`config.mk`:
```
export PLATFORM = sky130hd
export DESIGN_NAME = dcache_ctrl
export DESIGN_NICKNAME = d
export VERILOG_FILES = /design/src/rtl/dcache_ctrl.sv
export SDC_FILE = /design/constraint.sdc
export NUM_CORES = 2
export LEC_CHECK = 0
export BUFFER_PORTS_ARGS = -buffer_cell sky130_fd_sc_hd__buf_2
export CAP_MARGIN = 40
export CORE_MARGIN = 5
export CORE_UTILIZATION = 51
export CTS_BUF_LIST = sky130_fd_sc_hd__clkbuf_4
export CTS_CLUSTER_SIZE = 24
export DETAILED_ROUTE_END_ITERATION = 8
export PLACE_DENSITY = 0.67
export SETUP_SLACK_MARGIN = 0.15
export SYNTH_ARGS = -nofsm -noshare
export SYNTH_HDL_FRONTEND = slang
export SYNTH_SLANG_ARGS = --single-unit
```
`constraint.sdc`:
```
create_clock -name clk -period 17.7 [get_ports clk]
set_clock_uncertainty 0.1 [all_clocks]
set_input_delay 0 -clock clk [delete_from_list [all_inputs] [get_ports clk]]
set_output_delay 0 -clock clk [all_outputs]
set_load 0.005 [all_outputs]
```
`src/rtl/dcache_ctrl.sv`:
```
// -----------------------------------------------------------------------------
// dcache_ctrl
//
// Direct-mapped, write-through, no-write-allocate data cache controller that
// sits between the processor's memory-access path and a multi-cycle backing
// memory. One 32-bit word per line. Load hits complete combinationally in the
// request cycle; load misses and all stores hold `stall` high until the
// backing memory pulses `mem_ready`.
//
// Optional feature (macro DCACHE_STATS_EN): when defined, adds the outputs
// hit_count / miss_count, which count completed load hits and read-miss
// entries. Without the macro those ports and counters do not exist.
//
// Ports:
//   clk        in   clock
//   rst        in   synchronous active-high reset
//   en         in   access request valid this cycle
//   wr         in   1 = store, 0 = load (qualified by en)
//   addr       in   byte address (bits [1:0] ignored)
//   data_in    in   store data
//   data_out   out  load data, valid when en & ~wr & ~stall
//   stall      out  processor must hold the request and freeze
//   mem_rd     out  backing-memory read strobe
//   mem_wr     out  backing-memory write strobe
//   mem_addr   out  backing-memory word address (low two bits zero)
//   mem_wdata  out  backing-memory write data
//   mem_rdata  in   backing-memory read data, valid with mem_ready
//   mem_ready  in   one-cycle pulse: backing-memory operation done
//   hit_count  out  (DCACHE_STATS_EN only) completed load hits
//   miss_count out  (DCACHE_STATS_EN only) read-miss entries
// -----------------------------------------------------------------------------
module dcache_ctrl #(
    parameter int INDEX_BITS = 6,
    parameter int ADDR_W     = 32
) (
    input  logic              clk,
    input  logic              rst,
    input  logic              en,
    input  logic              wr,
    input  logic [ADDR_W-1:0] addr,
    input  logic [31:0]       data_in,
    output logic [31:0]       data_out,
    output logic              stall,
    output logic              mem_rd,
    output logic              mem_wr,
    output logic [ADDR_W-1:0] mem_addr,
    output logic [31:0]       mem_wdata,
    input  logic [31:0]       mem_rdata,
    input  logic              mem_ready
`ifdef DCACHE_STATS_EN
    ,
    output logic [31:0]       hit_count,
    output logic [31:0]       miss_count
`endif
);

    localparam int LINES = 1 << INDEX_BITS;
    localparam int TAG_W = ADDR_W - INDEX_BITS - 2;

    typedef enum logic [1:0] {
        IDLE    = 2'd0,
        RD_MISS = 2'd1,
        WR_THRU = 2'd2
    } state_t;

    state_t state_r;
    state_t next_state_s;

    // Line storage: valid bits are reset, tags and data are not.
    logic [LINES-1:0] valid_r;
    logic [TAG_W-1:0] tag_r  [LINES];
    logic [31:0]      line_r [LINES];

    // Request copies taken when leaving IDLE; memory is driven from these.
    logic [ADDR_W-1:0] lat_addr_r;
    logic [31:0]       lat_data_r;

    logic [INDEX_BITS-1:0] req_index_s;
    logic [TAG_W-1:0]      req_tag_s;
    logic [INDEX_BITS-1:0] lat_index_s;
    logic [TAG_W-1:0]      lat_tag_s;
    logic                  hit_s;
    logic                  lat_hit_s;
    logic                  latch_s;
    logic                  fill_s;
    logic                  upd_s;
    logic                  unused_addr_bits_s;

    assign req_index_s = addr[INDEX_BITS+1:2];
    assign req_tag_s   = addr[ADDR_W-1:INDEX_BITS+2];
    assign lat_index_s = lat_addr_r[INDEX_BITS+1:2];
    assign lat_tag_s   = lat_addr_r[ADDR_W-1:INDEX_BITS+2];

    // Byte-offset bits play no part in a word-granular cache.
    assign unused_addr_bits_s = ^addr[1:0];

    assign hit_s     = en & valid_r[req_index_s] & (tag_r[req_index_s] == req_tag_s);
    // Store-hit check is made against the latched address when the write lands.
    assign lat_hit_s = valid_r[lat_index_s] & (tag_r[lat_index_s] == lat_tag_s);

    // Strobes decode straight from the state register, so they fall the cycle after mem_ready.
    assign mem_rd    = (state_r == RD_MISS);
    assign mem_wr    = (state_r == WR_THRU);
    assign mem_addr  = lat_addr_r;
    assign mem_wdata = lat_data_r;

    // Next-state, stall and load-data decode.
    always_comb begin
        next_state_s = state_r;
        stall        = 1'b0;
        data_out     = 32'd0;
        latch_s      = 1'b0;
        fill_s       = 1'b0;
        upd_s        = 1'b0;
        case (state_r)
            IDLE: begin
                if (en) begin
                    if (wr) begin
                        stall        = 1'b1;
                        latch_s      = 1'b1;
                        next_state_s = WR_THRU;
                    end else if (hit_s) begin
                        data_out     = line_r[req_index_s];
                    end else begin
                        stall        = 1'b1;
                        latch_s      = 1'b1;
                        next_state_s = RD_MISS;
                    end
                end else begin
                    next_state_s = IDLE;
                end
            end
            RD_MISS: begin
                if (mem_ready) begin
                    // Forward the fill data in the same cycle it is written.
                    fill_s       = 1'b1;
                    data_out     = mem_rdata;
                    next_state_s = IDLE;
                end else begin
                    stall        = 1'b1;
                end
            end
            WR_THRU: begin
                if (mem_ready) begin
                    // No allocate: only a line already holding this address is refreshed.
                    upd_s        = lat_hit_s;
                    next_state_s = IDLE;
                end else begin
                    stall        = 1'b1;
                end
            end
            default: begin
                next_state_s = IDLE;
            end
        endcase
    end

    // State, request latch and valid-bit register.
    always_ff @(posedge clk) begin
        if (rst) begin
            state_r    <= IDLE;
            lat_addr_r <= {ADDR_W{1'b0}};
            lat_data_r <= 32'd0;
            valid_r    <= {LINES{1'b0}};
        end else begin
            state_r <= next_state_s;
            if (latch_s) begin
                lat_addr_r <= {addr[ADDR_W-1:2], 2'b00};
                lat_data_r <= data_in;
            end
            if (fill_s) begin
                valid_r[lat_index_s] <= 1'b1;
            end
        end
    end

    // Tag and data arrays: written on a read fill or a store hit.
    always_ff @(posedge clk) begin
        if (fill_s) begin
            tag_r[lat_index_s]  <= lat_tag_s;
            line_r[lat_index_s] <= mem_rdata;
        end else if (upd_s) begin
            line_r[lat_index_s] <= lat_data_r;
        end
    end

`ifdef DCACHE_STATS_EN
    logic load_hit_s;
    logic miss_entry_s;

    assign load_hit_s   = (state_r == IDLE) & hit_s & ~wr;
    assign miss_entry_s = (state_r == IDLE) & (next_state_s == RD_MISS);

    // Hit / miss statistics counters (wrap naturally at 2^32).
    always_ff @(posedge clk) begin
        if (rst) begin
            hit_count  <= 32'd0;
            miss_count <= 32'd0;
        end else begin
            if (load_hit_s) begin
                hit_count <= hit_count + 32'd1;
            end
            if (miss_entry_s) begin
                miss_count <= miss_count + 32'd1;
            end
        end
    end
`endif

endmodule
```
# Word-level counts from Yosys, hierarchy flattened
# Memories as Yosys holds them, arrays and structs flattened. A register that Yosys moved wholly into a read port is not among the register bits.
# Cells that the tools add are included.
dict set report classes {
  mux 34
  reduce_logical 4
  n_eq_ne 6
  bitwise 5
  order_cmp 3
}
# cell n
set op_table {}
lappend op_table {{two-way mux 32 bit} 5}
lappend op_table {{bitwise OR 64 bit} 1}
lappend op_table {{case mux 32 bit (2 select lines)} 1}
lappend op_table {{== test 24 bit} 2}
lappend op_table {{two-way mux 1 bit} 17}
lappend op_table {{less-than comparator 6 x 7 -> 1 bit (second input constant)} 2}
lappend op_table {{binary-select mux 1 bit (select 6 bit)} 2}
lappend op_table {{two-way mux 6 bit} 2}
lappend op_table {{two-way mux 2 bit} 4}
lappend op_table {{demux 1 bit (select 6 bit)} 1}
lappend op_table {{>= comparator 6 x 1 -> 1 bit (second input constant)} 1}
lappend op_table {{!= test 4 bit (second input constant)} 1}
lappend op_table {{case mux 2 bit (2 select lines)} 1}
lappend op_table {{bitwise AND 1 bit} 3}
lappend op_table {{== test 2 x 1 -> 1 bit (second input constant)} 1}
lappend op_table {{== test 2 bit (second input constant)} 1}
lappend op_table {{zero test 2 bit} 1}
lappend op_table {{!= test 2 x 1 -> 1 bit (second input constant)} 1}
lappend op_table {{case mux 1 bit (2 select lines)} 1}
lappend op_table {{AND reduction 2 bit} 1}
lappend op_table {{OR reduction 2 bit} 1}
lappend op_table {{logical AND 1 bit} 1}
lappend op_table {{bitwise OR 1 bit} 1}
dict set report totals {
  wordCells 58
  output_inout_bits 99
  reg_bits 128
  ramBits 3584
  mem_count 2
  input_bits 101
}
# memory depth width read_ports rd_ports_with_merged_regs write_ports line
set mem_list {}
lappend mem_list {line_r 64 32 1 0 1 72} ;# logic [31:0] line_r [LINES];
lappend mem_list {tag_r 64 24 2 1 1 71} ;# logic [TAG_W-1:0] tag_r [LINES];

# Logic depth before layout (Yosys ltp)
dict set report depth {
  ltp_word 10
  mapped_depth 20
  depth_no_buf 10
}

# Worst setup path before layout
# Ideal clock, no wire load.
dict set report synth_path {
  path_kind {flip-flop to flip-flop}
  startpoint {register (tool-made name)}
  endpoint {memory line_r[51][0] (enable)}
  required_time_ns 17.005
  t_arrival_ns 8.956
  stages_incl_launch_ff 16
  setup_ns 0.595
  setup_slack_ns 8.050
  period_less_slack_ns 9.650
  cell_sequence {dfxtp_1 buf_2 buf_2 buf_4 buf_2 buf_1 mux4_2 a32oi_1 nand4_1 xor2_1 nor3_1 a31oi_1 nor4_1 nand3_1 clkbuf_1 a2111oi_0}
}
# item line
set synth_rtl {}
lappend synth_rtl {{end: declaration} 72}

# Worst setup path in the final report
dict set report layout_path {
  startpoint {input port addr[4]}
  endpoint {output port data_out[10]}
}
dict set report layout_between {
  elab_chain_cells 8
}
# item line
set layout_rtl {}
lappend layout_rtl {{start: declaration} 40} ;# input logic [ADDR_W-1:0] addr,
lappend layout_rtl {{parallel branches: the longest is 4 deep, another holds memory (64 x 24 bit)} -}
lappend layout_rtl {{two-way mux 32 bit *} 122} ;# end else if (hit_s) begin
lappend layout_rtl {{two-way mux 32 bit *} 118} ;# if (wr) begin
lappend layout_rtl {{two-way mux 32 bit *} 117} ;# if (en) begin
lappend layout_rtl {{case mux 32 bit (2 select lines) *} 115} ;# case (state_r)
lappend layout_rtl {{end: declaration} 42} ;# output logic [31:0] data_out,
# Mark *: on every way between the ends. The select of a mux whose other input is x is not followed.

==> results.sh <==
export IMPL_synthFlopType="edfxtp_1"
export IMPL_io_pins=200
export IMPL_grtUsageTotal=0.332
export IMPL_grt_overflow=0
export IMPL_cp_max_fo=53
export IMPL_crit_path_end_kind="output port"
export IMPL_die_w_microns=569
export IMPL_fillers=23000
export IMPL_hold_class="in -> reg"
export IMPL_first_iter_violations=15100
export IMPL_yosysMostFrequentCell="edfxtp_1"
export IMPL_drv_slew=0
export IMPL_synth_top_cell_area_share=0.676
export IMPL_clkTransAtPathRegs_ns=0.06
export IMPL_path_cells="dlygate4sd3_1 > buf_8 > buf_4 > buf_4 > buf_4 > buf_4 > mux4_2 > nand2_1 > a32oi_1 > a21oi_1 > a2111oi_0 > buf_4 > nand4_1 > or4b_4 > or3_2 > buf_12 > o21ai_0 > buf_2"
export IMPL_synth_area_leaders="edfxtp_1, mux4_2, mux2i_1"
export IMPL_antenna_found_initial=26
export IMPL_final_min_clock_period_ns=9.13
export IMPL_drive_gt1_frac=0.346
export IMPL_critPathLaunchType="input pin"
export IMPL_synth_edf_count=3584
export IMPL_io_buffer_count=195
export IMPL_die_area_sq_um=323000
export IMPL_vias=98900
export IMPL_layout_nets=9605
export IMPL_cts_buffers=917
export IMPL_crit_required_ns=17.60
export IMPL_cts_tree="built"
export IMPL_start_util=0.511
export IMPL_grt_pass1_vias=98900
export IMPL_routed_via_density=6.88
export IMPL_cap_violations=0
export IMPL_grt_pass1_wl_microns=749000
export IMPL_place_ws_ns=9.28
export IMPL_status="complete, no violations"
export IMPL_worstSetupPathType="in -> out"
export IMPL_tightest_slew_ns=1.24
export IMPL_synth_cells=8205
export IMPL_drtAntennaViolNets=0
export IMPL_setup_violations=0
export IMPL_synth_warnings=0
export IMPL_cts_num_sinks=3718
export IMPL_crit_path_top_delay_cell="or4b_4"
export IMPL_p_leak_nw=60.5
export IMPL_max_freq_ghz=0.110
export IMPL_worst_slew_margin_rel=0.174
export IMPL_synth_avg_cell_area_sq_um=19.4
export IMPL_synth_cell_types=81
export IMPL_setup_tns_ns=0
export IMPL_cp_common_cell="buf_4"
export IMPL_power_density_nw_per_um2=102
export IMPL_cts_htree_levels=6
export IMPL_cts_buffer_depth=4
export IMPL_core_area_sq_um=311000
export IMPL_dp_hpwl_microns=307000
export IMPL_synth_common_cells="edfxtp_1, mux4_2, mux2i_1, nand2_1, clkbuf_1"
export IMPL_cts_root_buf="clkbuf_4"
export IMPL_routed_wl_microns=544000
export IMPL_synth_seq_cells=3718
export IMPL_worst_path_buf_inv=9
export IMPL_final_setup_worst_slack_ns=8.57
export IMPL_area_delta_synth_final_pct=15.4
export IMPL_hold_viol=0
export IMPL_worstPathArrival_ns=9.03
export IMPL_wl_per_cell_microns=37.8
export IMPL_rsz0062_at_grt="false"
export IMPL_synth_top_area_cell="edfxtp_1"
export IMPL_irDropWorstVdd_uv=78.1
export IMPL_drc=0
export IMPL_first_pass_iters=9
export IMPL_die_y_microns=569
export IMPL_clock_latency_ns=1.72
export IMPL_async_reset_ff_frac=0
export IMPL_post_route_period_util=0.516
export IMPL_gp_congestion=0.942
export IMPL_num_rows=205
export IMPL_grt_start_max_net_pins=181
export IMPL_synth_seq_area_share=0.693
export IMPL_critPathTopFamily="buffers and inverters"
export IMPL_max_stage_delay_ns=0.87
export IMPL_synth_area_sq_um=159000
metrics by stage:
step / cell area (sq um) / hold slack [ns] / instances / total power, mW / utilization
2_1_floorplan: 159000 / -0.00592 / 8206 / 11.0 / -
3_3_place_gp: 166000 / 0.199 / 12300 / 11.6 / 0.535
3_5_place_dp: 168000 / 0.187 / 12300 / 11.7 / 0.539
4_1_cts: 183000 / 0.00203 / 14300 / 18.8 / 0.589
5_1_grt: 184000 / 0.111 / 14400 / 19.4 / 0.589
6_report: 184000 / 0.131 / 14400 / 18.8 / 0.590
power by group:
part | switching (mW) | internal (mW) | total (mW) | leakage (nW)
Combinational | 1.15 | 0.693 | 1.84 | 19.8
Sequential | 0.0662 | 9.72 | 9.79 | 33.8
Clock | 3.53 | 3.63 | 7.17 | 6.90
cell families (layout without fill, tap and decap cells):
group,after synthesis,in the layout,share of synthesized area
flip-flops,3718,3718,0.693
multiplexers,1755,1755,0.210
AND/OR/NAND/NOR,1295,1295,0.0435
AO/OA/AOI/OAI,767,767,0.0335
buffers and inverters,629,2639,0.0181
XOR/XNOR,36,36,0.00198
adder cells (fa/ha/maj),4,4,0.000315
other,1,32,0.0000236
cells in the final DEF, fill, tap and decap left out, types with 26 or more instances in the layout:
cell type and instances:
edfxtp_1 3584, clkbuf_4 1329, mux4_2 1256, mux2i_1 447, nand2_1 392, dlygate4sd3_1 383, buf_4 324, clkinv_1 227
buf_2 198, a22oi_1 195, nor2_1 192, a21oi_1 128, dfxtp_1 103, nor3_1 90, nand3_1 85, o21ai_0 72
nor2_4 68, o22ai_1 67, nor4b_1 67, nor4bb_1 55, or4_1 55, and3b_1 54, mux2_2 52, nand4_1 48
a221oi_1 43, buf_12 33, o22ai_4 32, a2111oi_2 32, diode_2 30, buf_16 28, a22o_1 26, dfxtp_2 26
repair_timing:
action	CTS	global route
setup buffers	0	0
gates resized for setup	0	0
hold endpoints to repair	3243	0
hold buffers	383	0
worst min-delay path: stages:
cell and delay [ns]:
dlygate4sd3_1 0.52, buf_2 0.14, dlygate4sd3_1 0.60, mux2_2 0.22, buf_12 0.21
path summary, 6_finish.rpt:
kind	from	to	slack, ns	cells past startpoint
setup / recovery	addr[4]	data_out[10]	8.57	18
hold / removal	mem_rdata[25]	line_r[37][25]$_DFFE_PP_	0.13	5
setup reg to reg	flip-flop	line_r[33][7]$_DFFE_PP_	8.96	17
hold reg to reg	valid_r[36]$_SDFFE_PP0P_	valid_r[36]$_SDFFE_PP0P_	0.40	2
registers in the layout, indices dropped and copies added, names as in the netlist, named ones only:
signal     flops
valid_r       64
tag_r       1536
mem_wdata     32
line_r      2048
state_r        2
mem_addr      30
cell type report:
type | count | area, sq um | share of cell area
clock buffers | 1329 | 9980 | 0.0543
diodes | 30 | 75.1 | 0.000409
clock inverters | 306 | 1710 | 0.00934
inverters | 21 | 91.3 | 0.000498
well taps | 4140 | 5180 | 0.0282
repair buffers | 983 | 8920 | 0.0486
flip-flops and latches | 3718 | 110000 | 0.601
multi-input cells | 3859 | 47300 | 0.257
layer usage:
metal / global-route usage / routed length, microns
met3: 0.104 / 72000
met2: 0.503 / 247000
met5: 0 / 132
met1: 0.412 / 180000
met4: 0.222 / 44400
No activity file was read; power rests on OpenSTA's default activity.
